### src/rtl/hub75_bcm_masked.sv
// HUB75 binary-coded-modulation row sequencer with a per-plane enable mask.
// For each enabled plane of a row: shift, wait for shift/blank engines,
// pre-latch delay, latch, post-latch delay, then blank-period kick-off.
module hub75_bcm_masked #(
  parameter  int unsigned N_ROWS     = 32,
  parameter  int unsigned N_PLANES   = 8,
  parameter  int unsigned TIMER_W    = 8,
  localparam int unsigned LOG_N_ROWS = $clog2(N_ROWS),
  localparam int unsigned PLANE_W    = $clog2(N_PLANES)
) (
  input  logic                  clk,
  input  logic                  rst_n,
  output logic                  phy_addr_inc,
  output logic                  phy_addr_rst,
  output logic [LOG_N_ROWS-1:0] phy_addr,
  output logic                  phy_le,
  output logic [N_PLANES-1:0]   shift_plane,
  output logic                  shift_go,
  input  logic                  shift_rdy,
  output logic [N_PLANES-1:0]   blank_plane,
  output logic                  blank_go,
  input  logic                  blank_rdy,
  input  logic [LOG_N_ROWS-1:0] ctrl_row,
  input  logic                  ctrl_row_first,
  input  logic                  ctrl_go,
  output logic                  ctrl_rdy,
  input  logic [N_PLANES-1:0]   cfg_plane_en,
  input  logic [TIMER_W-1:0]    cfg_pre_latch_len,
  input  logic [TIMER_W-1:0]    cfg_latch_len,
  input  logic [TIMER_W-1:0]    cfg_post_latch_len,
  output logic [PLANE_W-1:0]    stat_plane_idx
);

  typedef enum logic [2:0] {
    IDLE  = 3'd0,
    SHIFT = 3'd1,
    WAIT  = 3'd2,
    PRE   = 3'd3,
    LATCH = 3'd4,
    POST  = 3'd5,
    BLANK = 3'd6
  } state_t;

  state_t                state;
  logic [TIMER_W:0]      timer;
  logic [PLANE_W-1:0]    plane_idx;
  logic [N_PLANES-1:0]   plane_oh;
  logic [N_PLANES-1:0]   mask_q;
  logic [LOG_N_ROWS-1:0] row_q;
  logic                  row_first_q;
  logic                  first_plane_q;
  logic [1:0]            rst_sync;
  logic                  run;
  logic [PLANE_W:0]      first_pick;
  logic [PLANE_W:0]      next_pick;

  // Lowest set bit of mask at or above start; MSB of result flags "found".
  function automatic logic [PLANE_W:0] find_plane(input logic [N_PLANES-1:0] mask,
                                                  input int start);
    logic [PLANE_W:0] res;
    res = '0;
    for (int i = int'(N_PLANES) - 1; i >= 0; i--) begin
      if (mask[i] && (i >= start)) res = {1'b1, PLANE_W'(i)};
    end
    return res;
  endfunction

  assign first_pick = find_plane(cfg_plane_en, 0);
  assign next_pick  = find_plane(mask_q, int'(plane_idx) + 1);
  assign run        = rst_sync[1];

  assign shift_plane    = plane_oh;
  assign blank_plane    = plane_oh;
  assign stat_plane_idx = plane_idx;

  // Reset release synchroniser; assertion stays asynchronous.
  always_ff @(posedge clk or negedge rst_n) begin
    if (!rst_n) rst_sync <= '0;
    else        rst_sync <= {rst_sync[0], 1'b1};
  end

  // Sequencer FSM with registered pulse/status outputs.
  always_ff @(posedge clk or negedge rst_n) begin
    if (!rst_n) begin
      state         <= IDLE;
      timer         <= '0;
      plane_idx     <= '0;
      plane_oh      <= N_PLANES'(1);
      mask_q        <= '0;
      row_q         <= '0;
      row_first_q   <= 1'b0;
      first_plane_q <= 1'b0;
      phy_addr      <= '0;
      phy_addr_inc  <= 1'b0;
      phy_addr_rst  <= 1'b0;
      phy_le        <= 1'b0;
      shift_go      <= 1'b0;
      blank_go      <= 1'b0;
      ctrl_rdy      <= 1'b1;
    end else if (run) begin
      case (state)
        IDLE: begin
          if (ctrl_go) begin
            mask_q      <= cfg_plane_en;
            row_q       <= ctrl_row;
            row_first_q <= ctrl_row_first;
            if (first_pick[PLANE_W]) begin
              plane_idx     <= first_pick[PLANE_W-1:0];
              plane_oh      <= N_PLANES'(1) << first_pick[PLANE_W-1:0];
              first_plane_q <= 1'b1;
              shift_go      <= 1'b1;
              ctrl_rdy      <= 1'b0;
              state         <= SHIFT;
            end
          end
        end

        SHIFT: begin
          shift_go <= 1'b0;
          state    <= WAIT;
        end

        WAIT: begin
          if (shift_rdy && blank_rdy) begin
            timer <= {1'b0, cfg_pre_latch_len};
            state <= PRE;
          end
        end

        PRE: begin
          if (timer == '0) begin
            timer    <= {1'b0, cfg_latch_len};
            phy_le   <= 1'b1;
            phy_addr <= row_q;
            if (first_plane_q) begin
              phy_addr_rst <= row_first_q;
              phy_addr_inc <= ~row_first_q;
            end
            state <= LATCH;
          end else begin
            timer <= timer - 1'b1;
          end
        end

        LATCH: begin
          if (timer == '0) begin
            timer         <= {1'b0, cfg_post_latch_len};
            phy_le        <= 1'b0;
            phy_addr_rst  <= 1'b0;
            phy_addr_inc  <= 1'b0;
            first_plane_q <= 1'b0;
            state         <= POST;
          end else begin
            timer <= timer - 1'b1;
          end
        end

        POST: begin
          if (timer == '0) begin
            blank_go <= 1'b1;
            state    <= BLANK;
          end else begin
            timer <= timer - 1'b1;
          end
        end

        BLANK: begin
          blank_go <= 1'b0;
          if (next_pick[PLANE_W]) begin
            plane_idx <= next_pick[PLANE_W-1:0];
            plane_oh  <= N_PLANES'(1) << next_pick[PLANE_W-1:0];
            shift_go  <= 1'b1;
            state     <= SHIFT;
          end else begin
            ctrl_rdy <= 1'b1;
            state    <= IDLE;
          end
        end

        default: begin
          state    <= IDLE;
          ctrl_rdy <= 1'b1;
        end
      endcase
    end
  end

endmodule

### config.mk
export PLATFORM = sky130hd
export DESIGN_NAME = hub75_bcm_masked
export DESIGN_NICKNAME = d
export VERILOG_FILES = /design/src/rtl/hub75_bcm_masked.sv
export SDC_FILE = /design/constraint.sdc
export NUM_CORES = 1
export LEC_CHECK = 0
export BUFFER_PORTS_ARGS = -buffer_cell sky130_fd_sc_hd__buf_2
export CORE_MARGIN = 3
export CORE_UTILIZATION = 55
export CTS_BUF_LIST = sky130_fd_sc_hd__clkbuf_4 sky130_fd_sc_hd__clkbuf_8
export DETAILED_ROUTE_END_ITERATION = 10
export PLACE_DENSITY_LB_ADDON = 0.1
export SYNTH_ARGS = -nofsm -noshare
export SYNTH_HDL_FRONTEND = slang
export SYNTH_SLANG_ARGS = --single-unit
### constraint.sdc
create_clock -name clk -period 3.08 [get_ports clk]
set_clock_uncertainty 0.05 [all_clocks]
set_input_delay 0.462 -clock clk [delete_from_list [all_inputs] [get_ports clk]]
set_output_delay 0.462 -clock clk [all_outputs]
set_load 0.02 [all_outputs]
# ---- After elaboration in Yosys (flattened, before gate mapping)
# Index checks and enable logic that the tools add are counted.
dict set report classes {
  bitwise_logic 2
  muxes 56
  shift 2
  n_reduce_logical 29
  n_lt_le_gt_ge 8
  n_addsub 2
  eq_ne 16
}
# op count
set op_table {}
lappend op_table {{4-bit two-way mux} 16}
lappend op_table {{9-bit two-way mux} 4}
lappend op_table {{9-bit one-hot mux with 4 select lines} 1}
lappend op_table {{3-bit two-way mux} 9}
lappend op_table {{5-bit AND reduction} 5}
lappend op_table {{8-bit two-way mux} 3}
lappend op_table {{3-bit one-hot mux with 7 select lines} 1}
lappend op_table {{2-bit != test, second input constant} 10}
lappend op_table {{3-bit by 4-bit >= comparator with 1-bit output, first input constant} 4}
lappend op_table {{8-bit one-hot mux with 2 select lines} 1}
lappend op_table {{1-bit by 3-bit << shifter with 8-bit output, first input constant} 2}
lappend op_table {{1-bit two-way mux} 13}
lappend op_table {{1-bit one-hot mux with 2 select lines} 5}
lappend op_table {{3-bit == test, second input constant} 3}
lappend op_table {{1-bit logical AND} 9}
lappend op_table {{9-bit zero test} 1}
lappend op_table {{3-bit AND reduction} 3}
lappend op_table {{9-bit by 1-bit subtractor with 9-bit output, second input constant} 1}
lappend op_table {{1-bit by 4-bit >= comparator with 1-bit output, first input constant} 2}
lappend op_table {{2-bit by 4-bit >= comparator with 1-bit output, first input constant} 2}
lappend op_table {{4-bit AND reduction} 2}
lappend op_table {{2-bit nonzero test} 4}
lappend op_table {{7-bit AND reduction} 1}
lappend op_table {{3-bit by 2-bit == test with 1-bit output, second input constant} 2}
lappend op_table {{9 further kinds} 11}
dict set report totals {
  inputBits 43
  wordCells 131
  out_inout_bits 30
  register_bits 51
}

# ---- Logic depth before layout (Yosys ltp)
dict set report depth {
  depth_word 14
  ltp_mapped 9
  mapped_depth_nobuf 8
}

# ---- Worst setup path after synthesis
# OpenSTA, ideal clock, no wires.
dict set report synth_path {
  path_kind {register to register}
  startpoint {reg plane_idx[0], in the netlist stat_plane_idx[0]}
  endpoint {reg plane_idx[0], in the netlist stat_plane_idx[0]}
  arrival_time_ns 2.311
  slack_ns 0.583
  setup_time_ns 0.136
  path_stages_with_launch 9
  path_buffers 1
  period_less_slack_ns 2.497
  required_ns 2.894
  path_cell_list {dfrtp_1 -> inv_1 -> ha_1 -> a22oi_1 -> nand2_1 -> o2bb2a_1 -> o21ai_0 -> clkbuf_1 -> o21ai_0}
}
dict set report synth_via {
  elab_chain_cells 13
  word_cells_on_any_way 29
  classes_between {1 x add/sub; 8 x order compare; 1 x eq/ne; 10 x mux; 9 x reduce/logical}
}
# element line
set synth_rtl {}
lappend synth_rtl {{start, declared} 46} ;# logic [PLANE_W-1:0] plane_idx;
lappend synth_rtl {{start signal, assigned} 108} ;# plane_idx <= first_pick[PLANE_W-1:0];
lappend synth_rtl {{start signal, assigned} 170} ;# plane_idx <= next_pick[PLANE_W-1:0];
lappend synth_rtl {{3-bit by 1-bit adder with 4-bit output (*)} 69} ;# assign next_pick = find_plane(mask_q, int'(plane_idx) + 1);
lappend synth_rtl {{3-bit by 4-bit >= comparator with 1-bit output} 63} ;# if (mask[i] && (i >= start)) res = {1'b1, PLANE_W'(i)};
lappend synth_rtl {{1-bit logical AND} 63}
lappend synth_rtl {{4-bit two-way mux (7 in a row)} 63}
lappend synth_rtl {{4-bit two-way mux (*)} 63}
lappend synth_rtl {{2-bit != test (no source line) / 3-bit two-way mux (equally long branches)} -}
lappend synth_rtl {{5-bit AND reduction (no source line) / 3-bit one-hot mux with 2 select lines (equally long branches)} -}
# Every way passes the cells marked *; elsewhere a longest branch is shown, timed or not. The select of a mux whose other input is x is not followed.
# A chain may end at the register's enable or synchronous reset.

# ---- Final worst setup path
dict set report layout_path {
  startpoint {reg timer[6]}
  endpoint {reg state[0]}
}
dict set report layout_via {
  elab_chain_cells 3
  word_cells_on_any_way 5
  classes_between {3 x eq/ne; 2 x reduce/logical}
}
# element line
set layout_rtl {}
lappend layout_rtl {{start, declared} 45} ;# logic [TIMER_W:0] timer;
lappend layout_rtl {{start signal, assigned} 125} ;# timer <= {1'b0, cfg_pre_latch_len};
lappend layout_rtl {{start signal, assigned} 132} ;# timer <= {1'b0, cfg_latch_len};
lappend layout_rtl {{start signal, assigned} 141} ;# timer <= timer - 1'b1;
lappend layout_rtl {{9-bit zero test (*)} {131, 146, 159}}
lappend layout_rtl {{2-bit != test (no source line)} -}
lappend layout_rtl {{7-bit AND reduction (no source line) (*)} -}
lappend layout_rtl {{end signal, assigned} 139} ;# state <= LATCH;
lappend layout_rtl {{end signal, assigned} 152} ;# state <= POST;
lappend layout_rtl {{end signal, assigned} 161} ;# state <= BLANK;
lappend layout_rtl {{end, declared} 44} ;# state_t state;
# Every way passes the cells marked *; elsewhere a longest branch is shown, timed or not.

==> flow_metrics.env <==
export IMPL_outcome="complete, no violations"
export IMPL_p_leak_nw=1.582
export IMPL_worst_slack_ns=0.4548
export IMPL_cpMostUsedCell="or4_4"
export IMPL_clk_pin_slew_ns=0.10
export IMPL_ys_async_sr_fraction_pct=100.0
export IMPL_min_period_over_period_pct=85.23
export IMPL_synth_main_ff_cell="dfrtp_1"
export IMPL_vias_per_cell=5.711
export IMPL_area_growth_pct=14.93
export IMPL_cts_tree="built"
export IMPL_ir_drop_uv=522.8
export IMPL_crit_path_start_kind="flip-flop"
export IMPL_fill_cells=431
export IMPL_synthTopCellsByArea="dfrtp_1 42%, mux2_2 6.9%, o21ai_0 5.6%, nand2_1 3.6%, nor2_1 2.7%"
export IMPL_power_per_cell_area_mw_per_mm2=938.1
export IMPL_root_buffer="clkbuf_8"
export IMPL_rr_endpoint="state[0]"
export IMPL_synth_edf_count=0
export IMPL_diodes=0
export IMPL_avgSynthCellArea_sq_um=9.525
export IMPL_firstDrtPassIters=4
export IMPL_drc_errors=0
export IMPL_min_period_ns=2.625
export IMPL_r2r_start="timer[6]"
export IMPL_drive_above_1_share_pct=31.18
export IMPL_die_w_microns=78.92
export IMPL_slew_viol_final=0
export IMPL_synth_most_common_cell="dfrtp_1"
export IMPL_slowest_stage="or4_4"
export IMPL_slew_limit_headroom_pct=59.36
export IMPL_hold_path_class="in -> async"
export IMPL_grt_max_degree=34
export IMPL_setup_tns_final_ns=0
export IMPL_grt_first_pass_wirelength_microns=11100
export IMPL_globalplace_congestion=0.9058
export IMPL_die_area_sq_mm=0.006228
export IMPL_max_cap_violations=0
export IMPL_ys_warn_count=0
export IMPL_cpPeakStageDelay_ns=0.58
export IMPL_cts_buffers=5
export IMPL_synth_cells_most_frequent="49 x dfrtp_1, 33 x o21ai_0, 28 x nand2_1"
export IMPL_postCtsSetupBuffers=0
export IMPL_register_area_sq_mm=0.001279
export IMPL_cp_data_arrival_time_ns=2.78
export IMPL_drtIter0Drc=115
export IMPL_ios=73
export IMPL_dpl_worst_slack_ns=0.4721
export IMPL_synth_seq_cells=51
export IMPL_fmax_mhz=380.9
export IMPL_cts_resized=0
export IMPL_htreeDepth=2
export IMPL_crit_path_end_kind="flip-flop"
export IMPL_tightest_slew_ns=0.6041
export IMPL_hpwl_microns=4990
export IMPL_ys_seq_area_share_pct=43.73
export IMPL_via_count=2507
export IMPL_coreArea_sq_mm=0.004942
export IMPL_rsz0062_at_grt="no"
export IMPL_nets=420
export IMPL_rows=25
export IMPL_initial_utilization_pct=59.16
export IMPL_clock_latency_ns=0.31
export IMPL_critPathMaxFanout=12
export IMPL_synth_area_sq_mm=0.002924
export IMPL_timing_reg2reg_setup_slack_ns=0.45
export IMPL_reg2reg_depth=6
export IMPL_antenna_found_initial=0
export IMPL_synthesis_nets=356
export IMPL_criticalPathCategory="reg -> reg"
export IMPL_die_y_microns=78.92
export IMPL_finalWirelength_microns=6595
export IMPL_synth_cells=307
export IMPL_worstPathRequired_ns=3.23
export IMPL_yosysTopAreaCell="dfrtp_1"
export IMPL_clk_path_buf_depth=2
export IMPL_multi_input_area_sq_mm=0.001460
export IMPL_post_synth_num_cell_types=58
export IMPL_grt_use_total_pct=22.15
export IMPL_synth_top_cell_area_share_pct=41.93
export IMPL_wire_per_inst_microns=15.02
export IMPL_ctsHoldBuffers=0
export IMPL_whs_ns=0.03190
export IMPL_io_buffers=72
export IMPL_clkSinkCount=51
export IMPL_gr_total_overflow=0
export IMPL_grt_pass1_vias=2337
export IMPL_setup_violations=0
export IMPL_final_hold_viol_count=0
export IMPL_cp_cell_sequence="or4_4 -> or4_4 -> a22o_1 -> a221oi_2 -> mux2i_1 -> nor2_1"
export IMPL_antenna_left=0
==> sequential cells by signal, summed over array words and instances, names as in the netlist <==
| name | flops |
|---|---|
| phy_addr_rst | 1 |
| shift_go | 1 |
| timer | 9 |
| stat_plane_idx | 3 |
| phy_le | 1 |
| phy_addr_inc | 1 |
| blank_go | 1 |
| state | 3 |
| blank_plane | 8 |
| phy_addr | 5 |
| rst_sync | 2 |
| row_q | 5 |
| first_plane_q | 1 |
| row_first_q | 1 |
| ctrl_rdy | 1 |
| mask_q | 8 |
==> layout make-up <==
type	instances	area share (%)
Multi-Input combinational cell	223	43.45
Sequential cell	51	38.05
Timing Repair Buffer	77	11.84
Tap cell	67	2.494
Clock buffer	5	2.048
Inverter	13	1.452
Clock inverter	3	0.6701
==> cells by family after synthesis <==
| group | Yosys count | share of synthesized area (%) |
|---|---|---|
| other cells | 1 | 0.1282 |
| mux | 19 | 7.274 |
| compound gates | 106 | 24.13 |
| fa+ha+maj | 6 | 2.567 |
| simple gates | 89 | 15.23 |
| xor+xnor | 2 | 0.5992 |
| buf+inv | 33 | 6.333 |
| flops | 51 | 43.73 |
==> worst max-delay path: cells and delay by family (launching register included) <==
kind / cells / cell delay (ns)
compound gates: 2 / 0.63
flops: 1 / 0.41
mux: 1 / 0.23
simple gates: 3 / 1.19
==> worst max path at each step <==
stage	startpoint	endpoint	slack (ns)	cells past startpoint
detailed placement	timer[6]	state[0]	0.47	6
global placement	timer[6]	state[0]	0.52	6
CTS	timer[6]	state[0]	0.46	6
global route	timer[5]	phy_addr[0]	0.32	5
floorplan	stat_plane_idx[0]	stat_plane_idx[0]	0.58	8
finish	timer[6]	state[0]	0.45	6
==> layer usage <==
layer / part of all wire (%) / GRT usage (%) / wire length, microns
met5: 0 / 0 / 0
met4: 0.21 / 3.093 / 14
met3: 6.9 / 4.649 / 455
met2: 46 / 34.13 / 3027
met1: 47 / 33.11 / 3097
==> cell usage in the layout, fill, tap and decap left out, types with 3 or more instances in the layout <==
cell | synthesis | layout
mux2_2 | 18 | 18
a22oi_1 | 9 | 9
o21a_1 | 3 | 3
o221ai_1 | 3 | 3
nor2_1 | 21 | 21
inv_1 | 12 | 12
o31ai_1 | 6 | 6
a21o_1 | 4 | 4
buf_2 | 2 | 72
a22o_1 | 4 | 4
ha_1 | 6 | 6
o211ai_1 | 3 | 3
dfrtp_1 | 49 | 49
buf_4 | 8 | 5
nor4_1 | 5 | 5
a21oi_1 | 15 | 15
or2_2 | 3 | 3
nand4_1 | 3 | 3
clkbuf_8 | 2 | 5
a211oi_1 | 3 | 3
nor3_1 | 9 | 9
nand2_1 | 28 | 28
o21ai_0 | 33 | 33
nor2b_1 | 4 | 4
a31oi_1 | 6 | 6
==> through the flow <==
step / total power (W) / instance area, sq um / util (%) / instances
final: 0.003153 / 3361 / 68.00 / 439
after global routing: 0.003409 / 3361 / 68.00 / 439
after CTS: 0.003173 / 3361 / 68.00 / 439
after detailed placement: 0.002763 / 3269 / 66.15 / 431
after global placement: 0.002717 / 3269 / 66.15 / 431
after floorplan: 0.002388 / 2924 / - / 307
==> where the power goes <==
part	internal (W)	switching, W	total [W]
Clock	0.000165	0.000243	0.000408
Combinational	0.000633	0.000900	0.00153
Sequential	0.000948	0.000264	0.00121
Total	0.00175	0.00141	0.00315
Note: power is estimated with default switching activity, not from simulation.
